### src/rtl/alu_issue_pkg.sv
// rtl/alu_issue_pkg.sv - shared constants and types for the ALU issue stage
//
// Purpose: RV64I major opcodes handled by the issue stage, the 4-bit ALU op
// encoding ({funct7, funct3} as seen by the ALU), the decoded side-band
// payload layout, and the state type of the 2-entry skid buffer.
// Ports: none (package).
package alu_issue_pkg;

  localparam logic [6:0] OPC_OP     = 7'b0110011;
  localparam logic [6:0] OPC_OP_IMM = 7'b0010011;
  localparam logic [6:0] OPC_BRANCH = 7'b1100011;

  typedef enum logic [3:0] {
    ALU_ADD  = 4'h0,
    ALU_SLL  = 4'h1,
    ALU_SLT  = 4'h2,
    ALU_SLTU = 4'h3,
    ALU_XOR  = 4'h4,
    ALU_SRL  = 4'h5,
    ALU_OR   = 4'h6,
    ALU_AND  = 4'h7,
    ALU_SUB  = 4'h8,
    ALU_BEQ  = 4'h9,
    ALU_BNE  = 4'hA,
    ALU_BLT  = 4'hB,
    ALU_BGE  = 4'hC,
    ALU_SRA  = 4'hD,
    ALU_BLTU = 4'hE,
    ALU_BGEU = 4'hF
  } alu_op_e;

  // Everything the ALU needs besides the two operands.
  typedef struct packed {
    logic       funct7;
    logic [2:0] funct3;
    logic [4:0] rd_idx;
    logic       is_branch;
    logic       illegal;
  } issue_meta_t;

  localparam int META_W = $bits(issue_meta_t);

  typedef enum logic [1:0] {
    SKID_EMPTY = 2'd0,
    SKID_ONE   = 2'd1,
    SKID_FULL  = 2'd2
  } skid_state_t;

  // Branch funct3 to ALU compare code; 010/011 are not branches and map to ADD
  // (callers flag them illegal separately).
  function automatic logic [3:0] branch_op(input logic [2:0] funct3);
    alu_op_e op;
    case (funct3)
      3'b000:  op = ALU_BEQ;
      3'b001:  op = ALU_BNE;
      3'b100:  op = ALU_BLT;
      3'b101:  op = ALU_BGE;
      3'b110:  op = ALU_BLTU;
      3'b111:  op = ALU_BGEU;
      default: op = ALU_ADD;
    endcase
    return op;
  endfunction

endpackage

### src/rtl/alu_issue_skid.sv
// rtl/alu_issue_skid.sv - generic 2-entry skid buffer with valid/ready
//
// Purpose: registers a W-bit payload between two valid/ready interfaces in
// strict FIFO order. in_ready depends only on registered state (and reset),
// never on out_ready.
// Ports:
//   clk, rst_n           clock, asynchronous active-low reset
//   in_valid/in_ready    upstream handshake, in_data payload
//   out_valid/out_ready  downstream handshake, out_data payload (head entry)
module alu_issue_skid
  import alu_issue_pkg::*;
#(
  parameter int W = 8
) (
  input  logic         clk,
  input  logic         rst_n,
  input  logic         in_valid,
  output logic         in_ready,
  input  logic [W-1:0] in_data,
  output logic         out_valid,
  input  logic         out_ready,
  output logic [W-1:0] out_data
);

  skid_state_t  state_q, state_d;
  logic [W-1:0] head_q, tail_q;
  logic         push, pop;
  logic         load_head_in, load_head_tail, load_tail;

  always_comb begin
    state_d        = state_q;
    load_head_in   = 1'b0;
    load_head_tail = 1'b0;
    load_tail      = 1'b0;
    // Held low through reset so nothing is accepted while rst_n is asserted.
    in_ready       = rst_n && (state_q != SKID_FULL);
    out_valid      = (state_q != SKID_EMPTY);
    push           = in_valid && in_ready;
    pop            = out_valid && out_ready;
    case (state_q)
      SKID_EMPTY: begin
        if (push) begin
          state_d      = SKID_ONE;
          load_head_in = 1'b1;
        end
      end
      SKID_ONE: begin
        if (push && pop) begin
          load_head_in = 1'b1;
        end else if (push) begin
          state_d   = SKID_FULL;
          load_tail = 1'b1;
        end else if (pop) begin
          state_d = SKID_EMPTY;
        end
      end
      SKID_FULL: begin
        // No push possible here: in_ready is low.
        if (pop) begin
          state_d        = SKID_ONE;
          load_head_tail = 1'b1;
        end
      end
      default: state_d = SKID_EMPTY;
    endcase
  end

  always_ff @(posedge clk or negedge rst_n) begin
    if (!rst_n) begin
      state_q <= SKID_EMPTY;
      head_q  <= '0;
      tail_q  <= '0;
    end else begin
      state_q <= state_d;
      if (load_head_in) begin
        head_q <= in_data;
      end else if (load_head_tail) begin
        head_q <= tail_q;
      end
      if (load_tail) begin
        tail_q <= in_data;
      end
    end
  end

  assign out_data = head_q;

endmodule

### src/rtl/alu_op_issue.sv
// rtl/alu_op_issue.sv - RV64I OP/OP-IMM/BRANCH decode and issue to the ALU
//
// Purpose: decodes an instruction plus its register values into ALU operands
// and a 4-bit op code {funct7, funct3}, then registers the result through a
// 2-entry skid buffer. Undecodable instructions are forwarded with
// out_illegal set and zeroed operands. Build option: ALU_ISSUE_BRANCH_EN
// enables BRANCH decode; without it branches are reported illegal.
// Ports:
//   clk, rst_n                     clock, asynchronous active-low reset
//   in_valid/in_ready              upstream handshake
//   in_instr, in_rs1_val, in_rs2_val  instruction word and register values
//   out_valid/out_ready            downstream handshake
//   out_rs1, out_rs2               ALU operands (rs2 value or immediate)
//   out_funct3, out_funct7         ALU op code
//   out_rd_idx                     writeback index (0 for branch/illegal)
//   out_is_branch, out_illegal     branch marker, decode failure marker
module alu_op_issue
  import alu_issue_pkg::*;
#(
  parameter int XLEN = 64
) (
  input  logic            clk,
  input  logic            rst_n,
  input  logic            in_valid,
  output logic            in_ready,
  input  logic [31:0]     in_instr,
  input  logic [XLEN-1:0] in_rs1_val,
  input  logic [XLEN-1:0] in_rs2_val,
  output logic            out_valid,
  input  logic            out_ready,
  output logic [XLEN-1:0] out_rs1,
  output logic [XLEN-1:0] out_rs2,
  output logic [2:0]      out_funct3,
  output logic            out_funct7,
  output logic [4:0]      out_rd_idx,
  output logic            out_is_branch,
  output logic            out_illegal
);

  localparam int PW = 2 * XLEN + META_W;

  function automatic logic [PW-1:0] decode(input logic [31:0]     instr,
                                           input logic [XLEN-1:0] rs1_val,
                                           input logic [XLEN-1:0] rs2_val);
    issue_meta_t     meta;
    logic [XLEN-1:0] a;
    logic [XLEN-1:0] b;
    logic            legal;
    logic [6:0]      opc;
    logic [2:0]      f3;
    logic [6:0]      f7;
    opc         = instr[6:0];
    f3          = instr[14:12];
    f7          = instr[31:25];
    meta        = '0;
    meta.funct3 = f3;
    meta.rd_idx = instr[11:7];
    a           = rs1_val;
    b           = rs2_val;
    legal       = 1'b0;
    case (opc)
      OPC_OP: begin
        legal       = (f7 == 7'b0000000) ||
                      ((f7 == 7'b0100000) && ((f3 == 3'b000) || (f3 == 3'b101)));
        meta.funct7 = instr[30];
      end
      OPC_OP_IMM: begin
        case (f3)
          3'b001: begin
            legal = (instr[31:26] == 6'b000000);
            b     = {{(XLEN-6){1'b0}}, instr[25:20]};
          end
          3'b101: begin
            legal       = (instr[31:26] == 6'b000000) || (instr[31:26] == 6'b010000);
            b           = {{(XLEN-6){1'b0}}, instr[25:20]};
            meta.funct7 = instr[30];
          end
          default: begin
            // funct7 stays 0: imm bit 30 must not turn ADDI into SUB.
            legal = 1'b1;
            b     = {{(XLEN-12){instr[31]}}, instr[31:20]};
          end
        endcase
      end
`ifdef ALU_ISSUE_BRANCH_EN
      OPC_BRANCH: begin
        legal                     = (f3 != 3'b010) && (f3 != 3'b011);
        {meta.funct7, meta.funct3} = branch_op(f3);
        meta.rd_idx               = 5'd0;
        meta.is_branch            = 1'b1;
      end
`endif
      default: legal = 1'b0;
    endcase
    if (!legal) begin
      meta         = '0;
      meta.illegal = 1'b1;
      a            = '0;
      b            = '0;
    end
    return {a, b, meta};
  endfunction

  // Register indices are resolved before this stage; the rs1 field is not needed.
  logic unused_rs1_field;
  assign unused_rs1_field = ^in_instr[19:15];

  logic [PW-1:0] dec_payload;
  logic [PW-1:0] out_payload;
  issue_meta_t   out_meta;

  assign dec_payload = decode(in_instr, in_rs1_val, in_rs2_val);

  alu_issue_skid #(
    .W(PW)
  ) u_skid (
    .clk       (clk),
    .rst_n     (rst_n),
    .in_valid  (in_valid),
    .in_ready  (in_ready),
    .in_data   (dec_payload),
    .out_valid (out_valid),
    .out_ready (out_ready),
    .out_data  (out_payload)
  );

  assign {out_rs1, out_rs2, out_meta} = out_payload;
  assign out_funct7    = out_meta.funct7;
  assign out_funct3    = out_meta.funct3;
  assign out_rd_idx    = out_meta.rd_idx;
  assign out_is_branch = out_meta.is_branch;
  assign out_illegal   = out_meta.illegal;

endmodule

### config.mk
export PLATFORM = sky130hd
export DESIGN_NAME = alu_op_issue
export DESIGN_NICKNAME = d
export VERILOG_FILES = /design/src/rtl/alu_issue_pkg.sv /design/src/rtl/alu_issue_skid.sv /design/src/rtl/alu_op_issue.sv
export SDC_FILE = /design/constraint.sdc
export NUM_CORES = 1
export LEC_CHECK = 0
export ABC_AREA = 1
export CORE_UTILIZATION = 45
export DETAILED_ROUTE_END_ITERATION = 8
export HOLD_SLACK_MARGIN = 0.1
export PLACE_DENSITY = 0.68
export SLEW_MARGIN = 20
export SYNTH_ARGS = -nofsm -noshare
export SYNTH_HDL_FRONTEND = slang
export SYNTH_HIERARCHICAL = 1
export SYNTH_SLANG_ARGS = --single-unit
### constraint.sdc
create_clock -name clk -period 2 [get_ports clk]
set_input_delay 0.4 -clock clk [delete_from_list [all_inputs] [get_ports clk]]
set_output_delay 0.4 -clock clk [all_outputs]
set_load 0.05 [all_outputs]
==> out/metrics.cfg <==
[run_status]
run_status = finished clean

[yosys]
syn-instance-count = 2202
syn_avg_cell_area_um2 = 7.11
yosys.cell_types.count = 23
synthFlopType = dfrtp_1
synth_area_leaders = dfrtp_1, nand2_1, a21oi_2
ys_seq_elements = 280
yosysMostFrequentCell = nand2_1
async_flop_share_pct = 100
synth_enable_flop_cells = 0
ys_warn_count = 6
synth_top_area_cell = dfrtp_1
yosysTopAreaCellShare_pct = 44.8
yosysSeqAreaShare_pct = 44.8
synth_commonest_cells = nand2_1, dfrtp_1, inv_1, o21ai_0, nand3_1
syn-cell-area_um2 = 15600

[clock_tree]
clock_latency_ns = 0.51
clock_path_buffers = 3
cts_buffers = 34
clk_pin_slew_ns = 0.05
cts.sinks = 280
cts_tree = built
cts-root-buf = clkbuf_16
htree_levels = 2

[power_and_ir_drop]
power.density_nw_per_um2 = 926
irDropWorstVdd_v = 0.000574
p_leak_nw = 10.1

[floorplan]
die_x_um = 188
rows = 67
pin_count = 305
core-area_um2 = 33900
initial_core_util_pct = 46.2
die_h_um = 188
die-area_um2 = 35500

[placement]
place.gp.congestion = 0.869
hpwl_um = 30700
dp.cells = 2887
port_buffers = 299

[timing]
max_freq_mhz = 531
min_period_over_period_pct = 94.2
rsz0062_at_grt = false
max_slew_margin_pct = 36.3
drv_slew = 0
worst_hold_slack_ns = 0.470
final-setup-viol-count = 0
post-route-min-period_ns = 1.88
worst_pin_slew_ns = 0.955
finClkSkew_ns = 0.0181
hold_viol = 0

[min_path]
hold_path_depth = 2
min_path_type = reg2reg

[cells_and_area]
areaGrowthSynthToFinish_pct = 32.3
layout-drive-gt1-share_pct = 13.0
nFillCells = 3071
nets = 2644
fin_cells = 2954
n_antenna_cell = 0

[route]
wire_per_inst_um = 15.8
drt_iter0_markers = 1185
drt_first_pass_iters = 5
viasPerCell = 5.08
num_vias = 15004
ant_nets = 0
drt-total-wl_um = 46800
drc = 0

[worst_setup_path]
cp.arrival_ns = 1.48
end_kind = primary output
start_kind = input pin
rr_worst_depth = 7
crit_type = in2out
slowest_stage = dlygate4sd3_1
crit_chain = dlygate4sd3_1 -> buf_8 -> nand2_1 -> inv_1 -> buf_12
critPathMaxFanout = 6
cp.required_ns = 1.60
cp_slowest_stage_delay_ns = 0.57

[grt]
busiest_layer = met2
grtUsageMet2_pct = 42.3
overflow = 0
grt_pass1_wl_um = 75400
grt_use_met1_pct = 35.3
grt_start_max_net_pins = 100
antenna_found_initial = 0
use_met3_pct = 4.95
grtUsageTotal_pct = 26.1
grt_pass1_vias = 14440

[job]
cap_violations = 0

-- registers in the layout (all words and copies together), names as in the netlist --
register / flops
u_skid/out_data: 139
u_skid/state_q: 2
u_skid/tail_q: 139
-- cell usage in the layout, fill, tap and decap left out, types with 48 or more instances in the layout --
master and instances:
nand2_1 1020, clkdlybuf4s50_1 157, buf_12 48, a21oi_2 121, o21ai_0 198, dlygate4sd2_1 110
dfrtp_1 280, inv_1 222, buf_4 83, nand3_1 145
-- area by class of cell --
class                      count  area, µm²  area share, %
sequential                   280       7010           33.8
multi-input combinational   1532       6920           33.4
timing repair buffer         403       4210           20.3
clock buffer                  59       1100           5.31
inverter                     229        865           4.18
tap                          448        561           2.71
clock inverter                 3       45.0          0.218
-- metrics by stage --
step                instance area (µm²)  setup slack, ns  power, mW  TNS, ns  utilization [%]
finish                            20700            0.117       19.2        0             61.1
floorplan                         15700            0.411       10.8        0                -
CTS                               20600           0.0491       19.3        0             60.9
global route                      20700          0.00556       20.0        0             61.1
detailed placement                19600           -0.377       13.4   -74.96             57.9
global placement                  19600           -0.363       13.4   -69.99             57.9
-- critical path, delay by kind of cell --
kind	cells	cell delay, ns
buffers and inverters	4	0.97
and+or+nand+nor	1	0.10
-- power breakdown --
group | internal (mW) | switching [mW]
Clock | 3.85 | 2.40
Combinational | 1.73 | 4.30
Sequential | 6.42 | 0.468
Total | 12.0 | 7.17
-- logic make-up after synthesis --
group / count (synthesis) / synth area share (%)
other cells: 1 / 0.0240
flops: 280 / 44.8
simple gates: 1193 / 30.1
compound gates: 337 / 13.7
buf+inv: 391 / 11.4
-- path summary, 6_finish.rpt --
path | startpoint | to | slack [ns]
setup / recovery | rst_n | in_ready | 0.12
hold / removal | u_skid/tail_q[21] | u_skid/tail_q[21] | 0.47
setup reg to reg | u_skid/state_q[0] | u_skid/out_data[57] | 0.25
hold reg to reg | u_skid/tail_q[21] | u_skid/tail_q[21] | 0.47
max in group asynchronous | rst_n | u_skid/out_data[23] | 0.59
min in group asynchronous | rst_n | u_skid/out_data[124] | 0.60
-- repair_timing --
item / CTS / global route
gates resized for setup: 110 / 6
hold buffers: 1 / 0
setup endpoints to repair: 110 / 66
cloned: 0 / 1
setup buffers: 0 / 3
hold endpoints to repair: 117 / 0
pin swaps: 0 / 2
-- metal layers --
| metal | part of all wire, % | wire length, µm |
|---|---|---|
| met1 | 43 | 20300 |
| met5 | 0 | 0 |
| met3 | 7.5 | 3490 |
| met4 | 2.6 | 1210 |
| met2 | 47 | 21800 |
Note: power is estimated with default switching activity, not from simulation.
